## src/rtl/cache_axi_bridge_pkg.sv

```systemverilog
// Shared request encodings, FSM state types and AXI burst helpers for the
// cache-to-AXI bridge.
package cache_axi_bridge_pkg;

  localparam logic [2:0] TYPE_BYTE = 3'b000;
  localparam logic [2:0] TYPE_HALF = 3'b001;
  localparam logic [2:0] TYPE_WORD = 3'b010;
  localparam logic [2:0] TYPE_LINE = 3'b100;

  localparam logic [1:0] AXI_BURST_INCR = 2'b01;

  typedef enum logic [1:0] {R_IDLE, R_AR, R_DATA} rd_state_e;
  typedef enum logic [1:0] {W_IDLE, W_SEND, W_RESP} w_state_e;

  // Returns {len[7:0], size[2:0]}: a line is a full word burst, anything
  // else is a single beat sized by the low type bits.
  function automatic logic [10:0] burst_fields(input logic [2:0] t, input int line_words);
    if (t == TYPE_LINE) return {8'(line_words - 1), 3'd2};
    return {8'd0, 1'b0, t[1:0]};
  endfunction

endpackage

```

## src/rtl/axi_wr_engine.sv

```systemverilog
// Write side of the bridge: latches one cache write, drives AW and W
// concurrently, then waits for the B response.
module axi_wr_engine
  import cache_axi_bridge_pkg::*;
#(
  parameter int LINE_WORDS = 4,
  parameter int ADDR_W     = 32
) (
  input  logic                     clk,
  input  logic                     reset,
  input  logic                     req,
  input  logic [2:0]               type_i,
  input  logic [ADDR_W-1:0]        addr_i,
  input  logic [3:0]               wstrb_i,
  input  logic [LINE_WORDS*32-1:0] data_i,
  output w_state_e                 state_o,
  output logic [ADDR_W-5:0]        line_addr_o,
  output logic                     awvalid,
  input  logic                     awready,
  output logic [ADDR_W-1:0]        awaddr,
  output logic [7:0]               awlen,
  output logic [2:0]               awsize,
  output logic                     wvalid,
  input  logic                     wready,
  output logic [31:0]              wdata,
  output logic [3:0]               wstrb,
  output logic                     wlast,
  input  logic                     bvalid,
  output logic                     bready
);

  localparam int CNT_W = (LINE_WORDS > 1) ? $clog2(LINE_WORDS) : 1;

  w_state_e                  state_q, state_d;
  logic [ADDR_W-1:0]         addr_q, addr_d;
  logic [2:0]                type_q, type_d;
  logic [3:0]                strb_q, strb_d;
  logic [LINE_WORDS*32-1:0]  data_q, data_d;
  logic [CNT_W-1:0]          cnt_q, cnt_d;
  logic                      aw_done_q, aw_done_d;
  logic                      w_done_q, w_done_d;

  logic                      is_line;
  logic [CNT_W-1:0]          word_idx;
  logic [31:0]               words [LINE_WORDS];

  always_ff @(posedge clk) begin
    if (reset) begin
      state_q   <= W_IDLE;
      cnt_q     <= '0;
      aw_done_q <= 1'b0;
      w_done_q  <= 1'b0;
    end else begin
      state_q   <= state_d;
      cnt_q     <= cnt_d;
      aw_done_q <= aw_done_d;
      w_done_q  <= w_done_d;
    end
    addr_q <= addr_d;
    type_q <= type_d;
    strb_q <= strb_d;
    data_q <= data_d;
  end

  always_comb begin
    for (int k = 0; k < LINE_WORDS; k++) words[k] = data_q[32*k +: 32];
  end

  // Single writes pick the addressed word of the line; a line walks the beat counter.
  assign is_line     = (type_q == TYPE_LINE);
  assign word_idx    = is_line ? cnt_q : addr_q[2 +: CNT_W];
  assign wdata       = words[word_idx];
  assign wstrb       = is_line ? 4'hf : strb_q;
  assign wlast       = is_line ? (cnt_q == CNT_W'(LINE_WORDS - 1)) : 1'b1;
  assign awaddr      = addr_q;
  assign {awlen, awsize} = burst_fields(type_q, LINE_WORDS);
  assign state_o     = state_q;
  assign line_addr_o = addr_q[ADDR_W-1:4];

  always_comb begin
    state_d   = state_q;
    addr_d    = addr_q;
    type_d    = type_q;
    strb_d    = strb_q;
    data_d    = data_q;
    cnt_d     = cnt_q;
    aw_done_d = aw_done_q;
    w_done_d  = w_done_q;
    awvalid   = 1'b0;
    wvalid    = 1'b0;
    bready    = 1'b0;
    case (state_q)
      W_IDLE: begin
        if (req) begin
          addr_d    = addr_i;
          type_d    = type_i;
          strb_d    = wstrb_i;
          data_d    = data_i;
          cnt_d     = '0;
          aw_done_d = 1'b0;
          w_done_d  = 1'b0;
          state_d   = W_SEND;
        end
      end
      W_SEND: begin
        awvalid = !aw_done_q;
        wvalid  = !w_done_q;
        if (awvalid && awready) aw_done_d = 1'b1;
        if (wvalid && wready) begin
          cnt_d = cnt_q + 1'b1;
          if (wlast) w_done_d = 1'b1;
        end
        // AW and the last W beat may complete in either order or together.
        if (aw_done_d && w_done_d) state_d = W_RESP;
      end
      W_RESP: begin
        bready = 1'b1;
        if (bvalid) state_d = W_IDLE;
      end
      default: state_d = W_IDLE;
    endcase
  end

endmodule

```

## src/rtl/cache_axi_bridge.sv

```systemverilog
// Cache miss-side to AXI4 master bridge: read FSM here, write engine in a
// sub-module; reads to a line with a pending write are held off.
module cache_axi_bridge
  import cache_axi_bridge_pkg::*;
#(
  parameter int LINE_WORDS = 4,
  parameter int ADDR_W     = 32
) (
  input  logic                     clk,
  input  logic                     reset,
  input  logic                     rd_req,
  input  logic [2:0]               rd_type,
  input  logic [ADDR_W-1:0]        rd_addr,
  output logic                     rd_rdy,
  output logic                     ret_valid,
  output logic                     ret_last,
  output logic [31:0]              ret_data,
  input  logic                     wr_req,
  input  logic [2:0]               wr_type,
  input  logic [ADDR_W-1:0]        wr_addr,
  input  logic [3:0]               wr_wstrb,
  input  logic [LINE_WORDS*32-1:0] wr_data,
  output logic                     wr_rdy,
  output logic                     arvalid,
  input  logic                     arready,
  output logic [ADDR_W-1:0]        araddr,
  output logic [7:0]               arlen,
  output logic [2:0]               arsize,
  input  logic                     rvalid,
  output logic                     rready,
  input  logic [31:0]              rdata,
  input  logic                     rlast,
  output logic                     awvalid,
  input  logic                     awready,
  output logic [ADDR_W-1:0]        awaddr,
  output logic [7:0]               awlen,
  output logic [2:0]               awsize,
  output logic                     wvalid,
  input  logic                     wready,
  output logic [31:0]              wdata,
  output logic [3:0]               wstrb,
  output logic                     wlast,
  input  logic                     bvalid,
  output logic                     bready
);

  rd_state_e         rd_state_q, rd_state_d;
  logic [ADDR_W-1:0] rd_addr_q, rd_addr_d;
  logic [2:0]        rd_type_q, rd_type_d;

  w_state_e          wr_state;
  logic [ADDR_W-5:0] wr_line;
  logic              wr_idle;
  logic              rd_hazard;

  axi_wr_engine #(.LINE_WORDS(LINE_WORDS), .ADDR_W(ADDR_W)) u_wr (
    .clk         (clk),
    .reset       (reset),
    .req         (wr_req),
    .type_i      (wr_type),
    .addr_i      (wr_addr),
    .wstrb_i     (wr_wstrb),
    .data_i      (wr_data),
    .state_o     (wr_state),
    .line_addr_o (wr_line),
    .awvalid     (awvalid),
    .awready     (awready),
    .awaddr      (awaddr),
    .awlen       (awlen),
    .awsize      (awsize),
    .wvalid      (wvalid),
    .wready      (wready),
    .wdata       (wdata),
    .wstrb       (wstrb),
    .wlast       (wlast),
    .bvalid      (bvalid),
    .bready      (bready)
  );

  assign wr_idle = (wr_state == W_IDLE);
  assign wr_rdy  = !reset && wr_idle;

  // Block a read whose line is being written now or is still in flight.
  assign rd_hazard = (!wr_idle && (rd_addr[ADDR_W-1:4] == wr_line)) ||
                     (wr_req && wr_rdy && (rd_addr[ADDR_W-1:4] == wr_addr[ADDR_W-1:4]));
  assign rd_rdy    = !reset && (rd_state_q == R_IDLE) && !rd_hazard;

  assign araddr          = rd_addr_q;
  assign {arlen, arsize} = burst_fields(rd_type_q, LINE_WORDS);
  assign ret_data        = rdata;

  always_ff @(posedge clk) begin
    if (reset) rd_state_q <= R_IDLE;
    else       rd_state_q <= rd_state_d;
    rd_addr_q <= rd_addr_d;
    rd_type_q <= rd_type_d;
  end

  always_comb begin
    rd_state_d = rd_state_q;
    rd_addr_d  = rd_addr_q;
    rd_type_d  = rd_type_q;
    arvalid    = 1'b0;
    rready     = 1'b0;
    ret_valid  = 1'b0;
    ret_last   = 1'b0;
    case (rd_state_q)
      R_IDLE: begin
        if (rd_req && rd_rdy) begin
          rd_addr_d  = rd_addr;
          rd_type_d  = rd_type;
          rd_state_d = R_AR;
        end
      end
      R_AR: begin
        arvalid = 1'b1;
        if (arready) rd_state_d = R_DATA;
      end
      R_DATA: begin
        rready    = 1'b1;
        ret_valid = rvalid;
        ret_last  = rvalid && rlast;
        if (rvalid && rlast) rd_state_d = R_IDLE;
      end
      default: rd_state_d = R_IDLE;
    endcase
  end

endmodule

```

## config.mk

```make
export PLATFORM = sky130hd
export DESIGN_NAME = cache_axi_bridge
export DESIGN_NICKNAME = d
export VERILOG_FILES = /design/src/rtl/cache_axi_bridge_pkg.sv /design/src/rtl/axi_wr_engine.sv /design/src/rtl/cache_axi_bridge.sv
export SDC_FILE = /design/constraint.sdc
export NUM_CORES = 1
export LEC_CHECK = 0
export CORE_ASPECT_RATIO = 1.4
export CORE_MARGIN = 8
export CORE_UTILIZATION = 37
export CTS_CLUSTER_SIZE = 25
export DETAILED_ROUTE_END_ITERATION = 8
export PLACE_DENSITY = 0.81
export SLEW_MARGIN = 0
export SYNTH_ARGS = -nofsm -noshare
export SYNTH_HDL_FRONTEND = slang
export SYNTH_SLANG_ARGS = --single-unit
```

## constraint.sdc

```tcl
create_clock -name clk -period 6.3 [get_ports clk]
set_clock_uncertainty 0.15 [all_clocks]
set_input_delay 0.945 -clock clk [delete_from_list [all_inputs] [get_ports clk]]
set_output_delay 0.945 -clock clk [all_outputs]
set_load 0.02 [all_outputs]
```

-- Word-level counts from Yosys, hierarchy flattened
Index checks and enable logic that the tools add are counted.
- flip-flop bits (word level): 210
- input bits: 244
- output and inout port bits: 164
- word-level logic and storage cells: 94
- add/subtract/negate cells: 1
- magnitude comparators: 1
- equal/unequal tests: 16
- multiplexer cells: 38
- bitwise operators: 1
- reductions and logical operators: 26
- operator list (kind ; count):
    32-bit binary-select mux with 2-bit select ; 1
    32-bit two-way mux ; 2
    28-bit equality test ; 2
    11-bit two-way mux ; 4
    2-bit two-way mux ; 9
    1-bit two-way mux ; 16
    2-bit case mux with 3 select lines ; 2
    1-bit logical AND ; 11
    3-bit AND reduction ; 3
    2-bit inequality test, second input constant ; 4
    2-bit equality test, second input constant ; 3
    3-bit equality test, second input constant ; 2
    2-bit by 1-bit inequality test with 1-bit output, second input constant ; 3
    2-bit AND reduction ; 3
    1-bit logical NOT ; 5
    2-bit by 1-bit equality test with 1-bit output, second input constant ; 2
    2-bit logical NOT ; 2
    4-bit two-way mux ; 1
    1-bit case mux with 2 select lines ; 2
    2-bit case mux with 2 select lines ; 1
    3-bit greater-or-equal comparator, second input constant ; 1
    2-bit NOT with 3-bit output ; 1
    2-bit by 1-bit adder with 2-bit output, second input constant ; 1
    2-bit nonzero test ; 1
    1-bit logical OR ; 1

-- Logic depth before layout (Yosys ltp)
- word-level depth: 10
- mapped depth: 7
- gate-level depth less buffers: 7

-- By module
A second synthesis with hierarchy kept.
- cells, all modules: 608
- area total of the unflattened synthesis: 10009.6 µm²
- by module, submodules not included (module ; instances ; cells an instance ; area each (µm²) ; seq. area each (µm²)):
    axi_wr_engine ; 1 ; 435 ; 7845.0 ; 5134.9
    cache_axi_bridge ; 1 ; 173 ; 2164.6 ; 1091.0

-- Least setup slack after synthesis
Ideal clock, no wire load.
- path type: input -> register
- start point: input wr_req
- end point: register rd_addr_q[0] (netlist: araddr[0]), enable pin
- setup time: 0.420 ns
- arrival: 5.563 ns
- data required time: 5.730 ns
- setup slack: 0.167 ns
- stages on the path: 6
- path buffers: 0
- cells stage by stage: nand2_1 -> inv_1 -> nand4_1 -> nor4_1 -> nor3_1 -> and2_1
- cells in the longest elaborated chain, start to end: 7
- ends and longest elaborated chain (item ; line ; text):
    from (decl) ; cache_axi_bridge.sv:18 ; input logic wr_req,
    1-bit logical AND (2 in series) ; cache_axi_bridge.sv:85 ; (wr_req && wr_rdy && (rd_addr[ADDR_W-1:4] == wr_addr[ADDR_W-1:4]));
    1-bit logical OR ; cache_axi_bridge.sv:84 ; assign rd_hazard = (!wr_idle && (rd_addr[ADDR_W-1:4] == wr_line)) ||
    1-bit logical NOT ; cache_axi_bridge.sv:86 ; assign rd_rdy = !reset && (rd_state_q == R_IDLE) && !rd_hazard;
    1-bit logical AND ; cache_axi_bridge.sv:86 ;
    via rd_rdy ; cache_axi_bridge.sv:14 ; output logic rd_rdy,
    1-bit logical AND ; cache_axi_bridge.sv:109 ; if (rd_req && rd_rdy) begin
    2-bit AND reduction (no source line) ; -- ;
    to (signal assigned) ; cache_axi_bridge.sv:95 ; rd_addr_q <= rd_addr_d;
    to (decl) ; cache_axi_bridge.sv:48 ; logic [ADDR_W-1:0] rd_addr_q, rd_addr_d;
The timed path passes the listed nets, and every way through them passes these cells.
A chain may end at the register's enable or synchronous reset.

-- Worst setup path after layout
- start point: register u_wr.type_q[1]
- end point: output wdata[20]
- cells in the longest elaborated chain, start to end: 6
- ends and longest elaborated chain (item ; line ; text):
    from (decl) ; axi_wr_engine.sv:36 ; logic [2:0] type_q, type_d;
    from (signal assigned) ; axi_wr_engine.sv:60 ; type_q <= type_d;
    3-bit equality test ; axi_wr_engine.sv:70 ; assign is_line = (type_q == TYPE_LINE);
    2-bit two-way mux ; axi_wr_engine.sv:71 ; assign word_idx = is_line ? cnt_q : addr_q[2 +: CNT_W];
    2-bit NOT with 3-bit output (implied by the code) ; axi_wr_engine.sv:72 ; assign wdata = words[word_idx];
    32-bit binary-select mux with 2-bit select ; axi_wr_engine.sv:72 ;
    32-bit two-way mux (implied by the code) (2 in series) ; axi_wr_engine.sv:72 ;
    to (decl) ; cache_axi_bridge.sv:40 ; output logic [31:0] wdata,
No other way between the ends. The select of a mux whose other input is x is not followed.

==> results_dict.tcl <==
set metrics [dict create \
    p_sw_mw 0.827 \
    die_x_um 143 \
    final_nets 992 \
    gp_routability_congestion 0.848 \
    ant_nets 0 \
    vdd_drop_max_mv 0.192 \
    dpl.hpwl_um 18300 \
    wl_per_cell_um 21.9 \
    fin_area_um2 12300 \
    io_buffers 329 \
    start_util_pct 37.4 \
    fillCellCount 1765 \
    synth_warnings 0 \
    track_usage_pct 16.4 \
    cap_violations 0 \
    clk_path_buf_depth 3 \
    worstPathArrival_ns 3.59 \
    max_freq_mhz 214 \
    htree_levels 1 \
    comb_power_share_pct 18.2 \
    die_h_um 194 \
    fin_crit_sh_pct 74.3 \
    syn_area_um2 8360 \
    ctsHoldBuffers 0 \
    slew_headroom_pct 40.9 \
    drive_above_1_share_pct 9.58 \
    yosys_most_used_dff "edfxtp_1" \
    dieArea_um2 27700 \
    synth_top_area_share_pct 72.6 \
    worstMarginPinSlew_ns 0.886 \
    overflow 0 \
    setup_viol 0 \
    avgViaCountPerCell 4.69 \
    instances_no_fill 1063 \
    power_density_nw_per_um2 280 \
    ios 408 \
    yosysMostFrequentCell "edfxtp_1" \
    synth_cell_types 37 \
    cts_resized 0 \
    min_path_type "reg2reg" \
    layout_min_cycle_time_ns 4.68 \
    syn2layout_area_growth_pct 47.6 \
    synth_seq_area_share_pct 74.5 \
    grt_pass1_wl_um 33900 \
    critPathKind "reg2out" \
    total_power_mw 3.46 \
    endpoint_kind "primary output" \
    status "completed" \
    cp-start-kind "flip-flop" \
    worstPathRequired_ns 5.20 \
    critPathMaxFanout 23 \
    grt_max_degree 73 \
    syn_inst 436 \
    drc_errors 0 \
    syn_area_per_cell_um2 19.2 \
    routed_wirelength_um 23300 \
    final_max_slew_viol_count 0 \
    post_cts_buffers 0 \
    vias 4982 \
    numCtsBuffers 21 \
    leakage_nw 4.25 \
    pwr-share-seq_pct 49.5 \
    cellInternalPower_mw 2.63 \
    clock-sinks 210 \
    drt_first_pass_iters 4 \
    clock_latency_ns 0.49 \
    synth.area.top_cells "edfxtp_1 (73%), mux4_2 (8.1%), xor2_1 (4.5%), buf_4 (4.4%), dfxtp_1 (1.9%)" \
    p_clk_share_pct 32.3 \
    final.setup.tns_ns 0 \
    async_flop_share_pct 0 \
    rsz0062_at_grt "no" \
    antenna_found_initial 1 \
    synth_top_area_cell "edfxtp_1" \
    cts_tree "built" \
    drt_iter0_drc 149 \
    clk_pin_slew_ns 0.06 \
    synth_common_cells "edfxtp_1 (202), buf_4 (49), xor2_1 (43)" \
    clockRootBuffer "clkbuf_16" \
    floorplan.rows 65 \
    hold_ws_ns 0.385 \
    regArea_um2 6230 \
    diodes 0 \
    switching_share_pct 23.9 \
    synth-seq-cells 210 \
    dpl_cell_area_um2 11700 \
    dp.cells 1025 \
    core_um2 22400 \
    synth_edf_count 202 \
    grt_pass1_vias 5741 \
    multiInputGateArea_um2 1770 \
    final_hold_viol_count 0 \
]
cell usage in the layout (no fill, tap or decap), types with 3 or more instances in the layout:
master             n
nand4_1            6
buf_4              3
clkbuf_1           8
mux4_2            30
nor3_1             3
xor2_1            43
xnor2_1           13
edfxtp_1         202
clkinv_2           4
nor2b_1            7
o21ai_0            3
clkbuf_16         21
nor4_1            12
or2_2              5
clkinv_1           3
nor2_1            11
conb_1            14
clkdlybuf4s50_1  329
a21oi_1            5
dfxtp_1            8
nand2_1            5
per-layer routing:
layer	routed length [µm]	track usage, %
met5	12	0
met4	1440	10.0
met3	2630	6.83
met2	12000	29.5
met1	7140	14.7
final cells by class:
| cell class | instances | share of cell area, % |
|---|---|---|
| Timing Repair Buffer | 333 | 27.1 |
| Clock inverter | 8 | 0.325 |
| Clock buffer | 30 | 4.62 |
| Multi-Input combinational cell | 178 | 14.3 |
| Sequential cell | 210 | 50.5 |
| Tap cell | 301 | 3.05 |
| Inverter | 3 | 0.132 |
state kept, by name, indices dropped and copies added (netlist names), 2 cells and up:
name	count
u_wr.data_q	128
araddr	32
u_wr.awaddr	32
u_wr.strb_q	4
rd_type_q	3
u_wr.type_q	3
rd_state_q	2
u_wr.cnt_q	2
u_wr.state_o	2
path summary, 6_finish.rpt:
path                   startpoint               end  slack [ns]  cells past startpoint
hold reg to reg    u_wr.aw_done_q    u_wr.aw_done_q        0.38                      2
setup / recovery   u_wr.type_q[1]         wdata[20]        1.62                      5
hold / removal     u_wr.aw_done_q    u_wr.aw_done_q        0.38                      2
setup reg to reg  u_wr.state_o[1]  u_wr.data_q[111]        3.19                      5
critical path: stages, from the launching register on:
cell             delay, ns
edfxtp_1              0.43
nor3b_4               0.50
mux2i_4               0.71
buf_12                0.31
mux4_1                0.57
clkdlybuf4s50_1       0.57
through the flow:
step           utilization (%)  setup WS [ns]
6_report                  55.1           1.62
3_3_place_gp              52.4           1.98
5_1_grt                   55.1           1.35
3_5_place_dp              52.4           2.03
2_1_floorplan                -          0.167
4_1_cts                   55.1           1.50
kinds of logic (layout without fill, tap and decap cells):
kind of cell	Yosys count	after routing	synth area share, %
simple gates	58	58	4.00
fa+ha+maj	1	1	0.150
xor+xnor	56	56	5.87
other cells	1	14	0.0449
mux	35	35	9.13
flops	210	210	74.5
buf+inv	61	374	5.21
compound gates	14	14	1.09
power groups by stage:
stage | sequential (mW) | combinational [mW] | clock [mW]
2_1_floorplan | 1.78 | 0.291 | 0
3_3_place_gp | 1.73 | 0.632 | 0
3_5_place_dp | 1.74 | 0.641 | 0
4_1_cts | 1.71 | 0.643 | 1.15
5_1_grt | 1.72 | 0.668 | 1.20
6_report | 1.71 | 0.630 | 1.12
No activity file was read; power rests on OpenSTA's default activity.
